<file path="config.mk">
export PLATFORM = sky130hd
export DESIGN_NAME = idac_segment_decoder
export DESIGN_NICKNAME = d
export VERILOG_FILES = /design/src/rtl/idac_pkg.sv /design/src/rtl/idac_dwa_rotator.sv /design/src/rtl/idac_segment_decoder.sv
export SDC_FILE = /design/constraint.sdc
export NUM_CORES = 1
export LEC_CHECK = 0
export CORE_UTILIZATION = 65
export CTS_CLUSTER_SIZE = 16
export DETAILED_ROUTE_END_ITERATION = 12
export PLACE_DENSITY = 0.94
export SYNTH_ARGS = -nofsm -noshare
export SYNTH_HDL_FRONTEND = slang
export SYNTH_HIERARCHICAL = 1
export SYNTH_SLANG_ARGS = --single-unit
</file>
<file path="constraint.sdc">
create_clock -name clkin_i -period 9.06 [get_ports clkin_i]
set_clock_uncertainty 0.15 [all_clocks]
set_input_delay 0.906 -clock clkin_i [delete_from_list [all_inputs] [get_ports clkin_i]]
set_output_delay 0.906 -clock clkin_i [all_outputs]
set_load 0.005 [all_outputs]
</file>
<file path="src/rtl/idac_pkg.sv">
// Shared constants and vector types for the segmented IDAC decoder.
package idac_pkg;

  localparam int N_THERM = 17;
  localparam int N_BIN   = 6;
  localparam int CODE_W  = 11;
  localparam int PTR_W   = 5;
  localparam int CNT_W   = CODE_W - N_BIN;
  localparam logic [CODE_W-1:0] MAX_CODE = CODE_W'(N_THERM * 2**N_BIN + 2**N_BIN - 1);

  typedef logic [N_THERM-1:0] therm_vec_t;
  typedef logic [N_BIN-1:0]   bin_vec_t;

endpackage

</file>
<file path="src/rtl/idac_dwa_rotator.sv">
// Combinational DWA core: turns on cnt units starting at pointer p,
// wrapping modulo N_THERM, and returns the pointer for the next sample.
module idac_dwa_rotator
  import idac_pkg::*;
(
  input  logic [CNT_W-1:0]   cnt_i,
  input  logic [PTR_W-1:0]   ptr_i,
  output logic [N_THERM-1:0] therm_o,
  output logic [PTR_W-1:0]   next_ptr_o
);

  logic [5:0] offs;
  logic [5:0] sum;

  // Unit i is on when its distance ahead of the pointer is below cnt.
  always_comb begin
    therm_o = '0;
    offs    = '0;
    for (int i = 0; i < N_THERM; i++) begin
      offs = 6'(i) + 6'(N_THERM) - {1'b0, ptr_i};
      if (offs >= 6'(N_THERM)) begin
        offs = offs - 6'(N_THERM);
      end
      therm_o[i] = (offs < {1'b0, cnt_i});
    end
  end

  always_comb begin
    sum = {1'b0, ptr_i} + {1'b0, cnt_i};
    if (sum >= 6'(N_THERM)) begin
      sum = sum - 6'(N_THERM);
    end
    next_ptr_o = sum[PTR_W-1:0];
  end

endmodule

</file>
<file path="src/rtl/idac_segment_decoder.sv">
// Two-stage IDAC front end: saturating input register, then thermometer/binary
// segmentation with DWA rotation. Power-down behaves like a synchronous reset.
module idac_segment_decoder
  import idac_pkg::*;
(
  input  logic                clkin_i,
  input  logic                rst_i,
  input  logic                pdb_i,
  input  logic                dem_ena_i,
  input  logic                data_valid_i,
  input  logic [CODE_W-1:0]   data_in_i,
  output logic [N_THERM-1:0]  therm_sel_o,
  output logic [N_BIN-1:0]    bin_sel_o,
  output logic                bin0_red_sel_o,
  output logic                out_valid_o,
  output logic                sat_flag_o,
  output logic [PTR_W-1:0]    dem_ptr_o
);

  logic [CODE_W-1:0] code_s1_q, code_s1_d;
  logic              sat_s1_q, sat_s1_d;
  logic              dem_s1_q, dem_s1_d;
  logic              v_s1_q, v_s1_d;

  therm_vec_t        therm_q, therm_d;
  bin_vec_t          bin_q, bin_d;
  logic              red_q, red_d;
  logic              sat_q, sat_d;
  logic              ovalid_q, ovalid_d;
  logic [PTR_W-1:0]  ptr_q, ptr_d;

  logic [CNT_W-1:0]  cnt;
  logic [PTR_W-1:0]  ptr_sel;
  therm_vec_t        rot_therm;
  logic [PTR_W-1:0]  rot_next;

  // Stage 1 clamps to full scale; registers hold when no sample arrives.
  always_comb begin
    code_s1_d = code_s1_q;
    sat_s1_d  = sat_s1_q;
    dem_s1_d  = dem_s1_q;
    v_s1_d    = data_valid_i;
    if (data_valid_i) begin
      sat_s1_d  = (data_in_i > MAX_CODE);
      code_s1_d = (data_in_i > MAX_CODE) ? MAX_CODE : data_in_i;
      dem_s1_d  = dem_ena_i;
    end
  end

  assign cnt     = code_s1_q[CODE_W-1:N_BIN];
  assign ptr_sel = dem_s1_q ? ptr_q : '0;

  idac_dwa_rotator u_rotator (
    .cnt_i      (cnt),
    .ptr_i      (ptr_sel),
    .therm_o    (rot_therm),
    .next_ptr_o (rot_next)
  );

  // Stage 2 holds the last DAC level across gaps in the sample stream.
  always_comb begin
    therm_d  = therm_q;
    bin_d    = bin_q;
    red_d    = red_q;
    sat_d    = sat_q;
    ptr_d    = ptr_q;
    ovalid_d = v_s1_q;
    if (v_s1_q) begin
      therm_d = rot_therm;
      bin_d   = code_s1_q[N_BIN-1:0];
      red_d   = code_s1_q[0];
      sat_d   = sat_s1_q;
      ptr_d   = dem_s1_q ? rot_next : '0;
    end
  end

  always_ff @(posedge clkin_i) begin
    if (rst_i || !pdb_i) begin
      code_s1_q <= '0;
      sat_s1_q  <= 1'b0;
      dem_s1_q  <= 1'b0;
      v_s1_q    <= 1'b0;
      therm_q   <= '0;
      bin_q     <= '0;
      red_q     <= 1'b0;
      sat_q     <= 1'b0;
      ovalid_q  <= 1'b0;
      ptr_q     <= '0;
    end else begin
      code_s1_q <= code_s1_d;
      sat_s1_q  <= sat_s1_d;
      dem_s1_q  <= dem_s1_d;
      v_s1_q    <= v_s1_d;
      therm_q   <= therm_d;
      bin_q     <= bin_d;
      red_q     <= red_d;
      sat_q     <= sat_d;
      ovalid_q  <= ovalid_d;
      ptr_q     <= ptr_d;
    end
  end

  assign therm_sel_o    = therm_q;
  assign bin_sel_o      = bin_q;
  assign bin0_red_sel_o = red_q;
  assign sat_flag_o     = sat_q;
  assign out_valid_o    = ovalid_q;
  assign dem_ptr_o      = ptr_q;

endmodule

</file>
# --- Yosys cells after proc, flatten, opt, wreduce, memory -nomap -nowiden ---
# Cells that the tools add are included.
word_totals:
  ff_bits: 45
  in_bits: 16
  out_inout_bits: 31
  elab_cells: 105
classes:
  add_sub_neg: 36
  n_lt_le_gt_ge: 36
  mux: 21
  reduce_logical: 2
op_table:
  columns: ["cell", "n"]
  rows:
  - ["$ge A6 B5 Y1 const B", 18]
  - ["$lt A6 B5 Y1", 17]
  - ["$mux W6", 17]
  - ["$sub A6 B5 Y6 const B", 17]
  - ["$sub A5 B5 Y6 const A", 15]
  - ["$mux W5", 3]
  - ["$sub A6 B5 Y6 const A", 2]
  - ["$gt A11 B11 Y1 const B", 1]
  - ["$mux W11", 1]
  - ["$add A5 B5 Y6", 1]
  - ["$sub A5 B5 Y5 const B", 1]
  - ["$logic_not A1 Y1", 1]
  - ["$logic_or A1 B1 Y1", 1]

# --- Depth between registers and ports, before layout ---
# Gate-level depths: netlist of the first run.
depth:
  ltp_word: 5
  mapped_depth: 20
  ltp_nobuf: 17

# --- Hierarchy ---
# The synthesis of the first run kept the hierarchy.
modules_own_cells:
  columns: ["mod", "instances", "cells_per_inst", "area_per_inst_um2", "seq_area_each_um2"]
  rows:
  - ["idac_dwa_rotator", 1, 606, 4578.1, 0.0]
  - ["idac_segment_decoder", 1, 153, 1619.1, 880.8]

# --- Worst setup path before layout of the first run ---
# OpenSTA, ideal clock, no wires.
synth_path:
  kind: "register to register"
  startpoint: "reg dem_s1_q"
  endpoint: "reg therm_q[0], in the netlist therm_sel_o[0]"
  setup_time_ps: 65
  t_arrival_ps: 3904
  required_time_ps: 8845
  path_slack_ps: 4941
  path_stages_with_launch: 16
  path_buffers: 2
  synth_period_minus_slack_ps: 4119
  cell_sequence: "dfxtp_1 > clkbuf_1 > and2_1 > inv_1 > ha_1 > buf_2 > xnor2_1 > or4b_4 > a21oi_2 > mux2_2 > ha_1 > o2111ai_1 > a31oi_1 > a2111oi_0 > mux2i_1 > nor2_1"
synth_between:
  elab_chain_len: 5
  word_cells_on_any_way: 6
  classes_between: "2 x add/sub; 2 x order compare; 2 x mux"
synth_lines:
  columns: ["element", "line_no", "rtl"]
  rows:
  - ["from (decl)", "idac_segment_decoder.sv:22", "logic dem_s1_q, dem_s1_d;"]
  - ["from (signal assigned)", "idac_segment_decoder.sv:92", "dem_s1_q <= dem_s1_d;"]
  - ["$mux W5 *", "idac_segment_decoder.sv:51", "assign ptr_sel = dem_s1_q ? ptr_q : '0;"]
  - ["named net ptr_sel[1]", "idac_segment_decoder.sv:33", "logic [PTR_W-1:0] ptr_sel;"]
  - ["$sub A5 B5 Y6 *", "idac_dwa_rotator.sv:20", "offs = 6'(i) + 6'(N_THERM) - {1'b0, ptr_i};"]
  - ["$sub A6 B5 Y6 or $ge A6 B5 Y1 (tied branches)", "idac_dwa_rotator.sv:22, idac_dwa_rotator.sv:21", null]
  - ["$mux W6 *", "idac_dwa_rotator.sv:21", "if (offs >= 6'(N_THERM)) begin"]
  - ["$lt A6 B5 Y1 *", "idac_dwa_rotator.sv:24", "therm_o[i] = (offs < {1'b0, cnt_i});"]
  - ["named net rot_therm[0]", "idac_segment_decoder.sv:34", "therm_vec_t rot_therm;"]
  - ["to (signal assigned)", "idac_segment_decoder.sv:94", "therm_q <= therm_d;"]
  - ["to (decl)", "idac_segment_decoder.sv:25", "therm_vec_t therm_q, therm_d;"]
# The timed path passes the listed nets; every way through them passes the cells marked *.
# A chain may end at the register's enable or synchronous reset.

# --- Final worst setup path of the first run ---
# Ends and elaborated chain as after synthesis.

==> metrics.log, run 1 <==
INFO  metric outcome = complete, no violations
INFO  metric setup_repair_after_global_routing_missed_its_margin = false
INFO  metric synth.largest_area_cell = sky130_fd_sc_hd__ha_1
INFO  metric critPathLaunchType = flop
INFO  metric detailed_place.area = 6710 um^2
INFO  metric timing.hold.worst.class = reg -> reg
INFO  metric timing.setup.tns = 0 ns
INFO  metric synth.yosys.warnings = 6
INFO  metric synth_cells = 759
INFO  metric drt-vias-per-instance = 6.54
INFO  metric numClockSinks = 44
INFO  metric finalMaxSlewViolations = 0
INFO  metric grt_pass1_vias = 6034
INFO  metric p_clk_share = 40.5%
INFO  metric route.detailed.drc = 0
INFO  metric initial_core_util = 67.1%
INFO  metric clk_transition_reported_paths = 0.10 ns
INFO  metric num_io_pins = 47
INFO  metric timing.final.crit_share = 50.2%
INFO  metric areaGrowthSynthToFinish = 10.2%
INFO  metric worst_r2r_startpoint = dem_s1_q
INFO  metric crit_fanout = 17
INFO  metric power-per-cell-area = 62.4 nW/um^2
INFO  metric sequential_cell_area = 882 um^2
INFO  metric worstMarginPinSlew = 1.01 ns
INFO  metric synthFlopType = sky130_fd_sc_hd__dfxtp_1
INFO  metric worst_setup_path_startpoint = dem_s1_q
INFO  metric worstSetupEndpointType = flop
INFO  metric drt_pass1_iterations = 7
INFO  metric synth-edff-count = 0
INFO  metric maxSlewHeadroom = 32.5%
INFO  metric diodes = 0
INFO  metric die-width = 99.6 um
INFO  metric synth_sequential_area_ratio = 14.2%
INFO  metric max-clock-path-buffers = 2
INFO  metric die_height = 99.6 um
INFO  metric yosys.cell_types.count = 72
INFO  metric initialDrtViolationCount = 477
INFO  metric placementRows = 35
INFO  metric globalRouteTotalUtil = 35.2%
INFO  metric sw_frac_of_total = 26.6%
INFO  metric finalInstanceArea = 6830 um^2
INFO  metric fmax = 220 MHz
INFO  metric post-route-worst-setup-slack = 4.51 ns
INFO  metric total_chip_power = 0.426 mW
INFO  metric synth.ff_latch_count = 44
INFO  metric portion_of_synthesized_cell_area_occupied_by_the_leading_cell_type = 21.6%
INFO  metric power.switching = 0.113 mW
INFO  metric drtAntennaViolNets = 0
INFO  metric mappedNetlistNets = 883
INFO  metric fin_crit = 4.55 ns
INFO  metric crit_arrival = 4.66 ns
INFO  metric dieArea = 9930 um^2
INFO  metric tritoncts = yes
INFO  metric synth_area_leaders = sky130_fd_sc_hd__ha_1, sky130_fd_sc_hd__dfxtp_1, sky130_fd_sc_hd__mux2i_1, sky130_fd_sc_hd__xnor2_1, sky130_fd_sc_hd__nor2_1
INFO  metric hold_path.startpoint = therm_sel_o[6]
INFO  metric fillCellCount = 639
INFO  metric cellInternalPower = 0.312 mW
INFO  metric synth_area_per_cell = 8.16 um^2
INFO  metric static-leakage-power = 2.76 nW
INFO  metric drive_gt1_share = 5.96%
INFO  metric critPathKind = reg -> reg
INFO  metric grt_first_pass_wirelength = 28400 um
INFO  metric ctsRootBufferMaster = sky130_fd_sc_hd__clkbuf_8
INFO  metric portBuffers = 46
INFO  metric finalCoreUtilization = 73.9%
INFO  metric wl = 17200 um
INFO  metric via_count = 6003
INFO  metric power.share.combinational = 12.0%
INFO  metric post_cts_hold_buffer_count = 0
INFO  metric average_wire_per_cell_in_the_routed_design = 18.7 um
INFO  metric core_area = 9240 um^2
INFO  metric tritoncts.num_buffers = 5
INFO  metric power.sequential.fraction = 47.5%
INFO  metric report.final.setup_viol = 0
INFO  metric hold_viol = 0
INFO  metric peakVddDrop = 0.0669 mV
INFO  metric nets = 912
INFO  metric synth-async-reset-ratio = 0%
INFO  metric finalWeightedCongestion = 0.940
INFO  metric cts_resized = 0
INFO  metric cts.htree.levels = 2
INFO  metric clock_latency = 0.31 ns
INFO  metric number_of_buffers_added_for_setup_after_cts = 0
INFO  metric place_ws = 4.61 ns
INFO  metric netlist_area = 6200 um^2
INFO  metric grt_max_degree = 36
INFO  metric drv.max_cap_violation_count = 0
INFO  metric multiInputGateArea = 5070 um^2
INFO  metric required = 9.17 ns
INFO  metric overflow = 0
INFO  metric post-dp-hpwl = 12200 um
INFO  metric antenna_violations_before_repair = 0
## state kept, by name, indices dropped and copies added, names as in the netlist
register,count
dem_ptr_o,5
ovalid_d,1
sat_flag_o,1
sat_s1_q,1
out_valid_o,1
therm_sel_o,17
dem_s1_q,1
bin_sel_o,6
code_s1_q,11
## path summary, 6_finish.rpt
check	slack, ns	end	cells after the start
setup / recovery	4.51	therm_sel_o[0]	13
setup reg to reg	4.51	therm_sel_o[0]	13
hold reg to reg	0.35	therm_sel_o[6]	2
hold / removal	0.35	therm_sel_o[6]	2
## metal layers
layer	vias up	wire length, um	GRT usage (%)
met4	0	573	16.5
met1	2816	7010	40.6
met2	322	8220	63.0
met5	-	0	0
met3	65	1390	6.25
li1	2800	-	-
## stage by stage
stage                     hold WS (ns)  instances
final                            0.349        918
after detailed placement         0.332        910
after global placement           0.320        910
after floorplan                  0.311        759
after CTS                        0.350        918
after global routing             0.372        918
## layout by cell type, fill, tap and decap left out, drive strengths merged, types with 3 or more instances in the layout
cell and n:
ha 107, nor2 76, a21oi 60, xnor2 54, nand2 50, mux2i 46
clkdlybuf4s50 46, dfxtp 44, o21ai 28, a21o 24, inv 23, nor2b 19
nand2b 18, xor2 18, nand3 16, a31oi 12, mux2 11, nand4 10
and2 9, o21a 9, o221a 8, nor3 8, clkbuf 6, buf 6
a211oi 6, a21boi 6, o22ai 5, and3 5, nor4 4, a221oi 4
and2b 3, o2111ai 3, a2111oi 3, or4 3, o211a 3, o2111a 3
or2 3, nor4b 3
## power groups by stage
stage	clock network (mW)	registers [mW]	logic (mW)
global route	0.179	0.203	0.0555
finish	0.173	0.202	0.0511
floorplan	0	0.202	0.0356
CTS	0.173	0.202	0.0505
detailed placement	0	0.207	0.0503
global placement	0	0.206	0.0470
## critical path, stage by stage, from the launching register on
cell                        delay, ns
sky130_fd_sc_hd__dfxtp_1         0.50
sky130_fd_sc_hd__and2_1          0.18
sky130_fd_sc_hd__buf_4           0.26
sky130_fd_sc_hd__inv_1           0.31
sky130_fd_sc_hd__ha_1            0.64
sky130_fd_sc_hd__or4b_4          0.65
sky130_fd_sc_hd__a21oi_2         0.26
sky130_fd_sc_hd__mux2_2          0.37
sky130_fd_sc_hd__ha_1            0.27
sky130_fd_sc_hd__o2111ai_1       0.18
sky130_fd_sc_hd__a31oi_1         0.06
sky130_fd_sc_hd__a2111oi_0       0.40
sky130_fd_sc_hd__mux2i_1         0.13
sky130_fd_sc_hd__nor2_1          0.13
## cell families after synthesis
logic type	Yosys count	share of synthesized area [%]
buffers and inverters	53	3.94
flip-flops	44	14.2
AO/OA/AOI/OAI	189	20.7
XOR/XNOR	72	10.4
AND/OR/NAND/NOR	236	19.4
multiplexers	57	9.43
adder cells (fa/ha/maj)	108	21.9
## final cells by class
class                      instances  share of cell area (%)
multi-input combinational        662                    74.3
timing repair buffer              52                    7.40
clock buffer                       6                    1.21
tap                              129                    2.36
inverter                          23                    1.26
clock inverter                     2                   0.568
sequential                        44                    12.9
## synthesized netlist by cell type, types with 16 or more instances
library cell                 n
sky130_fd_sc_hd__a21o_1     24
sky130_fd_sc_hd__a21oi_1    56
sky130_fd_sc_hd__dfxtp_1    44
sky130_fd_sc_hd__ha_1      107
sky130_fd_sc_hd__inv_1      20
sky130_fd_sc_hd__mux2i_1    46
sky130_fd_sc_hd__nand2_1    50
sky130_fd_sc_hd__nand2b_1   18
sky130_fd_sc_hd__nand3_1    16
sky130_fd_sc_hd__nor2_1     75
sky130_fd_sc_hd__nor2b_1    19
sky130_fd_sc_hd__o21ai_0    28
sky130_fd_sc_hd__xnor2_1    52
sky130_fd_sc_hd__xor2_1     18
Note: power is estimated with default switching activity, not from simulation.
==> run 2: changes to the inputs <==
--- a/config.mk
+++ b/config.mk
@@ -5,10 +5,10 @@
 export SDC_FILE = /design/constraint.sdc
 export NUM_CORES = 1
 export LEC_CHECK = 0
-export CORE_UTILIZATION = 65
+export CORE_UTILIZATION = 61
 export CTS_CLUSTER_SIZE = 16
 export DETAILED_ROUTE_END_ITERATION = 12
-export PLACE_DENSITY = 0.94
+export PLACE_DENSITY = 0.9
 export SYNTH_ARGS = -nofsm -noshare
 export SYNTH_HDL_FRONTEND = slang
 export SYNTH_HIERARCHICAL = 1
==> constraint.sdc (replaced) <==
create_clock -name clkin_i -period 4.8 [get_ports clkin_i]
set_clock_uncertainty 0.15 [all_clocks]
set_input_delay 0.48 -clock clkin_i [delete_from_list [all_inputs] [get_ports clkin_i]]
set_output_delay 0.48 -clock clkin_i [all_outputs]
set_load 0.005 [all_outputs]
==> run 2 against run 1 <==
Hold slack got worse by 0.0031 ns; flip-flop and latch count did not move; wire length rose by 0.64%; power rose by 88%; count of clock-buffer cells in the layout fell by 1; setup slack got worse by 3.9 ns; register-to-register slack got worse by 3.9 ns; final cell count rose by 1.7%; non-clock buffer count rose by 12; critical path depth rose by 3; fmax rose by 8.0%.
==> metrics.log, run 2 (synthesized netlist as in run 1, its figures left out) <==
INFO  metric power.switching = 0.224 mW (+97%)
INFO  metric nets = 924 (+1.3%)
INFO  metric layout.cells.most_common_list = sky130_fd_sc_hd__ha_1, sky130_fd_sc_hd__nor2_1, sky130_fd_sc_hd__a21oi_1
INFO  metric placementRows = 36 (+2.9%)
INFO  metric die-width = 103 um (+3.2%)
INFO  metric grt.busiest_layer = met2
INFO  metric overflow = 0 (unchanged)
INFO  metric crit_fanout = 23 (+6)
INFO  metric areaGrowthSynthToFinish = 11.6%
INFO  metric finalWeightedCongestion = 0.955 (+1.5%)
INFO  metric report.final.setup_viol = 0 (unchanged)
INFO  metric tritoncts = yes
INFO  metric drt-vias-per-instance = 6.43 (-1.6%)
INFO  metric total_chip_power = 0.801 mW (+88%)
INFO  metric antenna_violations_before_repair = 0 (unchanged)
INFO  metric power.share.combinational = 12.3% (+0.3 points)
INFO  metric finalMaxSlewViolations = 0 (unchanged)
INFO  metric drt_pass1_iterations = 5 (-2)
INFO  metric required = 4.92 ns (-4.25 ns)
INFO  metric timing.setup.tns = 0 ns (unchanged)
INFO  metric diodes = 0 (unchanged)
INFO  metric initialDrtViolationCount = 405 (-15%)
INFO  metric power.sequential.fraction = 47.4% (about the same)
INFO  metric portBuffers = 46 (unchanged)
INFO  metric finalInstanceArea = 6920 um^2 (+1.3%)
INFO  metric detailed_place.area = 6800 um^2 (+1.4%)
INFO  metric clk_transition_reported_paths = 0.10 ns (about the same)
INFO  metric peakVddDrop = 0.123 mV (+84%)
INFO  metric tritoncts.num_buffers = 5 (unchanged)
INFO  metric met1_usage = 41.3% (+0.64 points)
INFO  metric initial_core_util = 63.1% (-4.0 points)
INFO  metric grt_pass1_vias = 5902 (-2.2%)
INFO  metric fin_crit = 4.21 ns (-0.337 ns)
INFO  metric die_height = 103 um (+3.2%)
INFO  metric num_io_pins = 47 (unchanged)
INFO  metric cellInternalPower = 0.578 mW (+85%)
INFO  metric sw_frac_of_total = 27.9% (+1.3 points)
INFO  metric drv.max_cap_violation_count = 0 (unchanged)
INFO  metric clock_latency = 0.32 ns (about the same)
INFO  metric timing.final.crit_share = 87.7% (+38 points)
INFO  metric flip_flop_count_of_the_largest_register_after_layout = 17 (unchanged)
INFO  metric global_route.usage.met3 = 4.88% (-1.4 points)
INFO  metric power-per-cell-area = 116 nW/um^2 (+86%)
INFO  metric critical_path.most_common_cell = sky130_fd_sc_hd__ha_1
INFO  metric grt_first_pass_wirelength = 27600 um (-2.9%)
INFO  metric inst_count_dp = 926 (+1.8%)
INFO  metric critPathKind = reg -> reg
INFO  metric critPathLaunchType = flop
INFO  metric post_cts_hold_buffer_count = 0 (unchanged)
INFO  metric wl = 17300 um (+0.64%)
INFO  metric critical-path-top-delay-family = compound AO/OA/AOI/OAI gates
INFO  metric static-leakage-power = 2.81 nW (+1.8%)
INFO  metric globalRouteTotalUtil = 33.3% (-1.9 points)
INFO  metric via_count = 6007 (+0.067%)
INFO  metric gr-usage-met2 = 57.0% (-6.1 points)
INFO  metric core_area = 9820 um^2 (+6.3%)
INFO  metric layout.cells.most_common = sky130_fd_sc_hd__ha_1
INFO  metric maxSlewHeadroom = 34.6% (+2.0 points)
INFO  metric grt_max_degree = 36 (unchanged)
INFO  metric drive_gt1_share = 7.37% (+1.4 points)
INFO  metric worstSetupEndpointType = flop
INFO  metric setup_repair_after_global_routing_missed_its_margin = false
INFO  metric fmax = 238 MHz (+8.0%)
INFO  metric max-clock-path-buffers = 2 (unchanged)
INFO  metric crit_arrival = 4.33 ns (-0.33 ns)
INFO  metric sequence_of_cells_on_the_critical_path = and2_1, buf_4, ha_1, inv_1, ha_1, nor2b_1, a221oi_2, nor2_1, xnor2_1, ha_1, a21oi_1, nor2b_1, a2111oi_0, o21a_1, mux2i_1, nor2_1
INFO  metric outcome = complete, no violations
INFO  metric cp_num_buf_inv = 2 (unchanged)
INFO  metric crit_path_max_incr_delay = 0.51 ns (-0.14 ns)
INFO  metric p_clk_share = 40.3% (-0.2 points)
INFO  metric number_of_buffers_added_for_setup_after_cts = 0 (unchanged)
INFO  metric drtAntennaViolNets = 0 (unchanged)
INFO  metric dieArea = 10600 um^2 (+6.4%)
INFO  metric hold_viol = 0 (unchanged)
INFO  metric timing.hold.worst.class = reg -> reg
INFO  metric standard_cell_with_the_maximum_stage_delay_on_the_critical_path = sky130_fd_sc_hd__dfxtp_1
INFO  metric average_wire_per_cell_in_the_routed_design = 18.5 um (-1.1%)
INFO  metric stdcell_count = 934 (+1.7%)
INFO  metric post-dp-hpwl = 12300 um (+1.4%)
INFO  metric route.detailed.drc = 0 (unchanged)
INFO  metric cts_resized = 0 (unchanged)
INFO  metric ctsRootBufferMaster = sky130_fd_sc_hd__clkbuf_8
INFO  metric numClockSinks = 44 (unchanged)
INFO  metric worstMarginPinSlew = 0.981 ns (-0.0307 ns)
INFO  metric cts.htree.levels = 2 (unchanged)
-- run 2: path summary, 6_finish.rpt --
kind | slack (ns) | to | cells after the start | startpoint
min reg2reg | 0.35 | dem_ptr_o[0] | 2 | dem_ptr_o[0]
max reg2reg | 0.59 | therm_sel_o[10] | 16 | dem_s1_q
max | 0.59 | therm_sel_o[10] | 16 | dem_s1_q
min | 0.35 | dem_ptr_o[0] | 2 | dem_ptr_o[0]
-- run 2: worst reg2reg max path, stage by stage (launching register included) --
cell and delay, ns:
sky130_fd_sc_hd__dfxtp_1 0.51, sky130_fd_sc_hd__and2_1 0.24, sky130_fd_sc_hd__buf_4 0.35, sky130_fd_sc_hd__ha_1 0.26
sky130_fd_sc_hd__inv_1 0.09, sky130_fd_sc_hd__ha_1 0.34, sky130_fd_sc_hd__nor2b_1 0.09, sky130_fd_sc_hd__a221oi_2 0.46
sky130_fd_sc_hd__nor2_1 0.13, sky130_fd_sc_hd__xnor2_1 0.22, sky130_fd_sc_hd__ha_1 0.30, sky130_fd_sc_hd__a21oi_1 0.16
sky130_fd_sc_hd__nor2b_1 0.06, sky130_fd_sc_hd__a2111oi_0 0.44, sky130_fd_sc_hd__o21a_1 0.20, sky130_fd_sc_hd__mux2i_1 0.07
sky130_fd_sc_hd__nor2_1 0.11
-- run 2: area by class of cell --
| class | count | area, um^2 |
|---|---|---|
| well taps | 133 | 166 |
| multi-input cells | 662 | 5070 |
| clock buffers | 5 | 68.8 |
| repair buffers | 64 | 596 |
| inverters | 23 | 86.3 |
| fillers | 773 | 2900 |
| flip-flops and latches | 44 | 882 |
| clock inverters | 3 | 46.3 |
-- run 2: per-layer routing --
layer | up-vias | part of all wire, %
met3 | 56 | 6.3
met2 | 257 | 48
li1 | 2825 | -
met1 | 2869 | 43
met5 | - | 0
met4 | 0 | 2.9
-- run 2: metrics by stage --
step | setup WS, ns | utilization, % | hold WS (ns)
after floorplan | 0.681 | - | 0.311
final | 0.590 | 70.5 | 0.346
after global routing | 0.347 | 70.5 | 0.366
after detailed placement | 0.682 | 69.3 | 0.331
after global placement | 0.840 | 69.3 | 0.318
after CTS | 0.647 | 70.5 | 0.348
-- run 2: power groups by stage --
stage	Clock, mW	Combinational, mW	Sequential [mW]
finish	0.323	0.0986	0.380
detailed placement	0	0.0972	0.388
global placement	0	0.0917	0.388
floorplan	0	0.0672	0.382
CTS	0.321	0.0976	0.380
global route	0.338	0.107	0.381
==> run 3: changes to the inputs <==
--- a/config.mk
+++ b/config.mk
@@ -6,9 +6,11 @@
 export NUM_CORES = 1
 export LEC_CHECK = 0
 export CORE_UTILIZATION = 61
+export CTS_CLUSTER_DIAMETER = 120
 export CTS_CLUSTER_SIZE = 16
 export DETAILED_ROUTE_END_ITERATION = 12
 export PLACE_DENSITY = 0.9
+export SLEW_MARGIN = 30
 export SYNTH_ARGS = -nofsm -noshare
 export SYNTH_HDL_FRONTEND = slang
 export SYNTH_HIERARCHICAL = 1
==> run 3 against run 2 <==
Hold slack lost 0.00057 ns; wire length is essentially flat; register-to-register slack is essentially flat; power grew 0.16%; global-route usage is the same; sequential share of layout area is essentially flat; fmax is essentially flat; clock power is essentially flat; largest cell class unchanged.
==> metrics.log, run 3 (synthesized netlist as in run 1, its figures left out) <==
INFO  metric outcome = complete, no violations
INFO  metric hold_viol = 0 (unchanged)
INFO  metric fmax = 238 MHz (about the same)
INFO  metric drive_gt1_share = 7.37% (unchanged)
INFO  metric diodes = 0 (unchanged)
INFO  metric worstSetupEndpointType = flop
INFO  metric timing.hold.worst.class = reg -> reg
INFO  metric layout.cells.most_common = sky130_fd_sc_hd__ha_1
INFO  metric standard_cell_with_the_maximum_stage_delay_on_the_critical_path = sky130_fd_sc_hd__dfxtp_1
INFO  metric timing.final.crit_share = 87.7% (about the same)
INFO  metric via_count = 5989 (-0.30%)
INFO  metric num_io_pins = 47 (unchanged)
INFO  metric required = 4.92 ns (about the same)
INFO  metric critPathLaunchType = flop
INFO  metric grt_pass1_vias = 5902 (unchanged)
INFO  metric average_wire_per_cell_in_the_routed_design = 18.5 um (about the same)
INFO  metric number_of_buffers_added_for_setup_after_cts = 0 (unchanged)
INFO  metric flip_flop_count_of_the_largest_register_after_layout = 17 (unchanged)
INFO  metric drt_pass1_iterations = 6 (+1)
INFO  metric static-leakage-power = 2.81 nW (about the same)
INFO  metric power-per-cell-area = 116 nW/um^2 (+0.12%)
INFO  metric total_chip_power = 0.803 mW (+0.16%)
INFO  metric post-dp-hpwl = 12300 um (unchanged)
INFO  metric finalMaxSlewViolations = 0 (unchanged)
INFO  metric peakVddDrop = 0.123 mV (about the same)
INFO  metric wl = 17300 um (about the same)
INFO  metric crit_fanout = 23 (unchanged)
INFO  metric areaGrowthSynthToFinish = 11.7% (about the same)
INFO  metric portBuffers = 46 (unchanged)
INFO  metric dieArea = 10600 um^2 (unchanged)
INFO  metric numClockSinks = 44 (unchanged)
INFO  metric drtAntennaViolNets = 0 (unchanged)
INFO  metric maxSlewHeadroom = 42.3% (+7.7 points)
INFO  metric die_height = 103 um (unchanged)
INFO  metric grt.busiest_layer = met2
INFO  metric setup_repair_after_global_routing_missed_its_margin = false
INFO  metric met1_usage = 41.3% (unchanged)
INFO  metric sequence_of_cells_on_the_critical_path = and2_1, buf_4, ha_1, inv_1, ha_1, nor2b_1, a221oi_2, nor2_1, xnor2_1, ha_1, a21oi_1, nor2b_1, a2111oi_0, o21a_1, mux2i_1, nor2_1
INFO  metric core_area = 9820 um^2 (unchanged)
INFO  metric layout.cells.most_common_list = sky130_fd_sc_hd__ha_1, sky130_fd_sc_hd__nor2_1, sky130_fd_sc_hd__a21oi_1
INFO  metric grt_first_pass_wirelength = 27600 um (unchanged)
INFO  metric crit_arrival = 4.33 ns (about the same)
INFO  metric finalWeightedCongestion = 0.955 (unchanged)
INFO  metric clk_transition_reported_paths = 0.10 ns (about the same)
INFO  metric antenna_violations_before_repair = 0 (unchanged)
INFO  metric nets = 924 (unchanged)
INFO  metric die-width = 103 um (unchanged)
INFO  metric timing.setup.tns = 0 ns (unchanged)
INFO  metric worstMarginPinSlew = 0.864 ns (-0.117 ns)
INFO  metric ctsRootBufferMaster = sky130_fd_sc_hd__clkbuf_8
INFO  metric initial_core_util = 63.1% (unchanged)
INFO  metric route.detailed.drc = 0 (unchanged)
INFO  metric finalCoreUtilization = 70.5% (about the same)
INFO  metric drt-vias-per-instance = 6.41 (-0.30%)
INFO  metric crit_path_max_incr_delay = 0.50 ns (about the same)
INFO  metric placementRows = 36 (unchanged)
INFO  metric critical_path.most_common_cell = sky130_fd_sc_hd__ha_1
INFO  metric report.final.setup_viol = 0 (unchanged)
INFO  metric drv.max_cap_violation_count = 0 (unchanged)
INFO  metric max-clock-path-buffers = 2 (unchanged)
INFO  metric fin_crit = 4.21 ns (-0.00272 ns)
INFO  metric initialDrtViolationCount = 397 (-2.0%)
INFO  metric cts.htree.levels = 2 (unchanged)
INFO  metric grt_max_degree = 36 (unchanged)
INFO  metric post_cts_hold_buffer_count = 0 (unchanged)
INFO  metric overflow = 0 (unchanged)
INFO  metric globalRouteTotalUtil = 33.3% (unchanged)
INFO  metric cts_resized = 0 (unchanged)
INFO  metric critPathKind = reg -> reg
INFO  metric tritoncts.num_buffers = 5 (unchanged)
INFO  metric clock_latency = 0.32 ns (about the same)
INFO  metric global_route.usage.met3 = 4.88% (unchanged)
INFO  metric gr-usage-met2 = 57.0% (unchanged)
INFO  metric tritoncts = yes
[run 3: cell count changes in the layout (fill, tap and decap cells not counted)]
cell / previous run / this run
sky130_fd_sc_hd__dfxtp_2: 1 / 0
sky130_fd_sc_hd__dfxtp_4: 0 / 1
[run 3: worst max-delay path, delay by kind of cell, from the launching register on]
kind | cells | cell delay, ns
flip-flops | 1 | 0.50
AO/OA/AOI/OAI | 4 | 1.29
multiplexers | 1 | 0.07
buffers and inverters | 2 | 0.43
adder cells (fa/ha/maj) | 3 | 0.89
AND/OR/NAND/NOR | 5 | 0.61
XOR/XNOR | 1 | 0.21
[run 3: final cells by class]
type | instances | area [um^2]
Sequential cell | 44 | 885
Inverter | 23 | 86.3
Multi-Input combinational cell | 662 | 5070
Clock inverter | 3 | 46.3
Fill cell | 772 | 2900
Clock buffer | 5 | 68.8
Timing Repair Buffer | 64 | 596
Tap cell | 133 | 166
[run 3: report_power, final]
group          total [mW]  switching [mW]  internal (mW)  leakage, nW
sequential          0.379         0.00899          0.370        0.357
clock               0.325           0.167          0.157       0.0548
combinational      0.0984          0.0492         0.0493         2.40
[run 3: layer usage]
metal  vias to the layer above  routed length [um]
met4                         0                 547
met5                         -                   0
met2                       269                8180
met1                      2832                7420
li1                       2829                   -
met3                        59                1170
[run 3: path summary, 6_finish.rpt]
path	endpoint	slack [ns]	startpoint	cells past startpoint
worst max-delay path	therm_sel_o[10]	0.59	dem_s1_q	16
worst max register to register	therm_sel_o[10]	0.59	dem_s1_q	16
worst min-delay path	dem_ptr_o[0]	0.35	dem_ptr_o[0]	2
worst min register to register	dem_ptr_o[0]	0.35	dem_ptr_o[0]	2
[run 3: through the flow]
stage / hold WS, ns / cells / instance area, um^2 / setup slack (ns)
3_3_place_gp: 0.318 / 926 / 6800 / 0.840
3_5_place_dp: 0.331 / 926 / 6800 / 0.682
2_1_floorplan: 0.311 / 759 / 6200 / 0.681
6_report: 0.345 / 934 / 6920 / 0.592
4_1_cts: 0.348 / 934 / 6920 / 0.647
5_1_grt: 0.366 / 934 / 6920 / 0.364
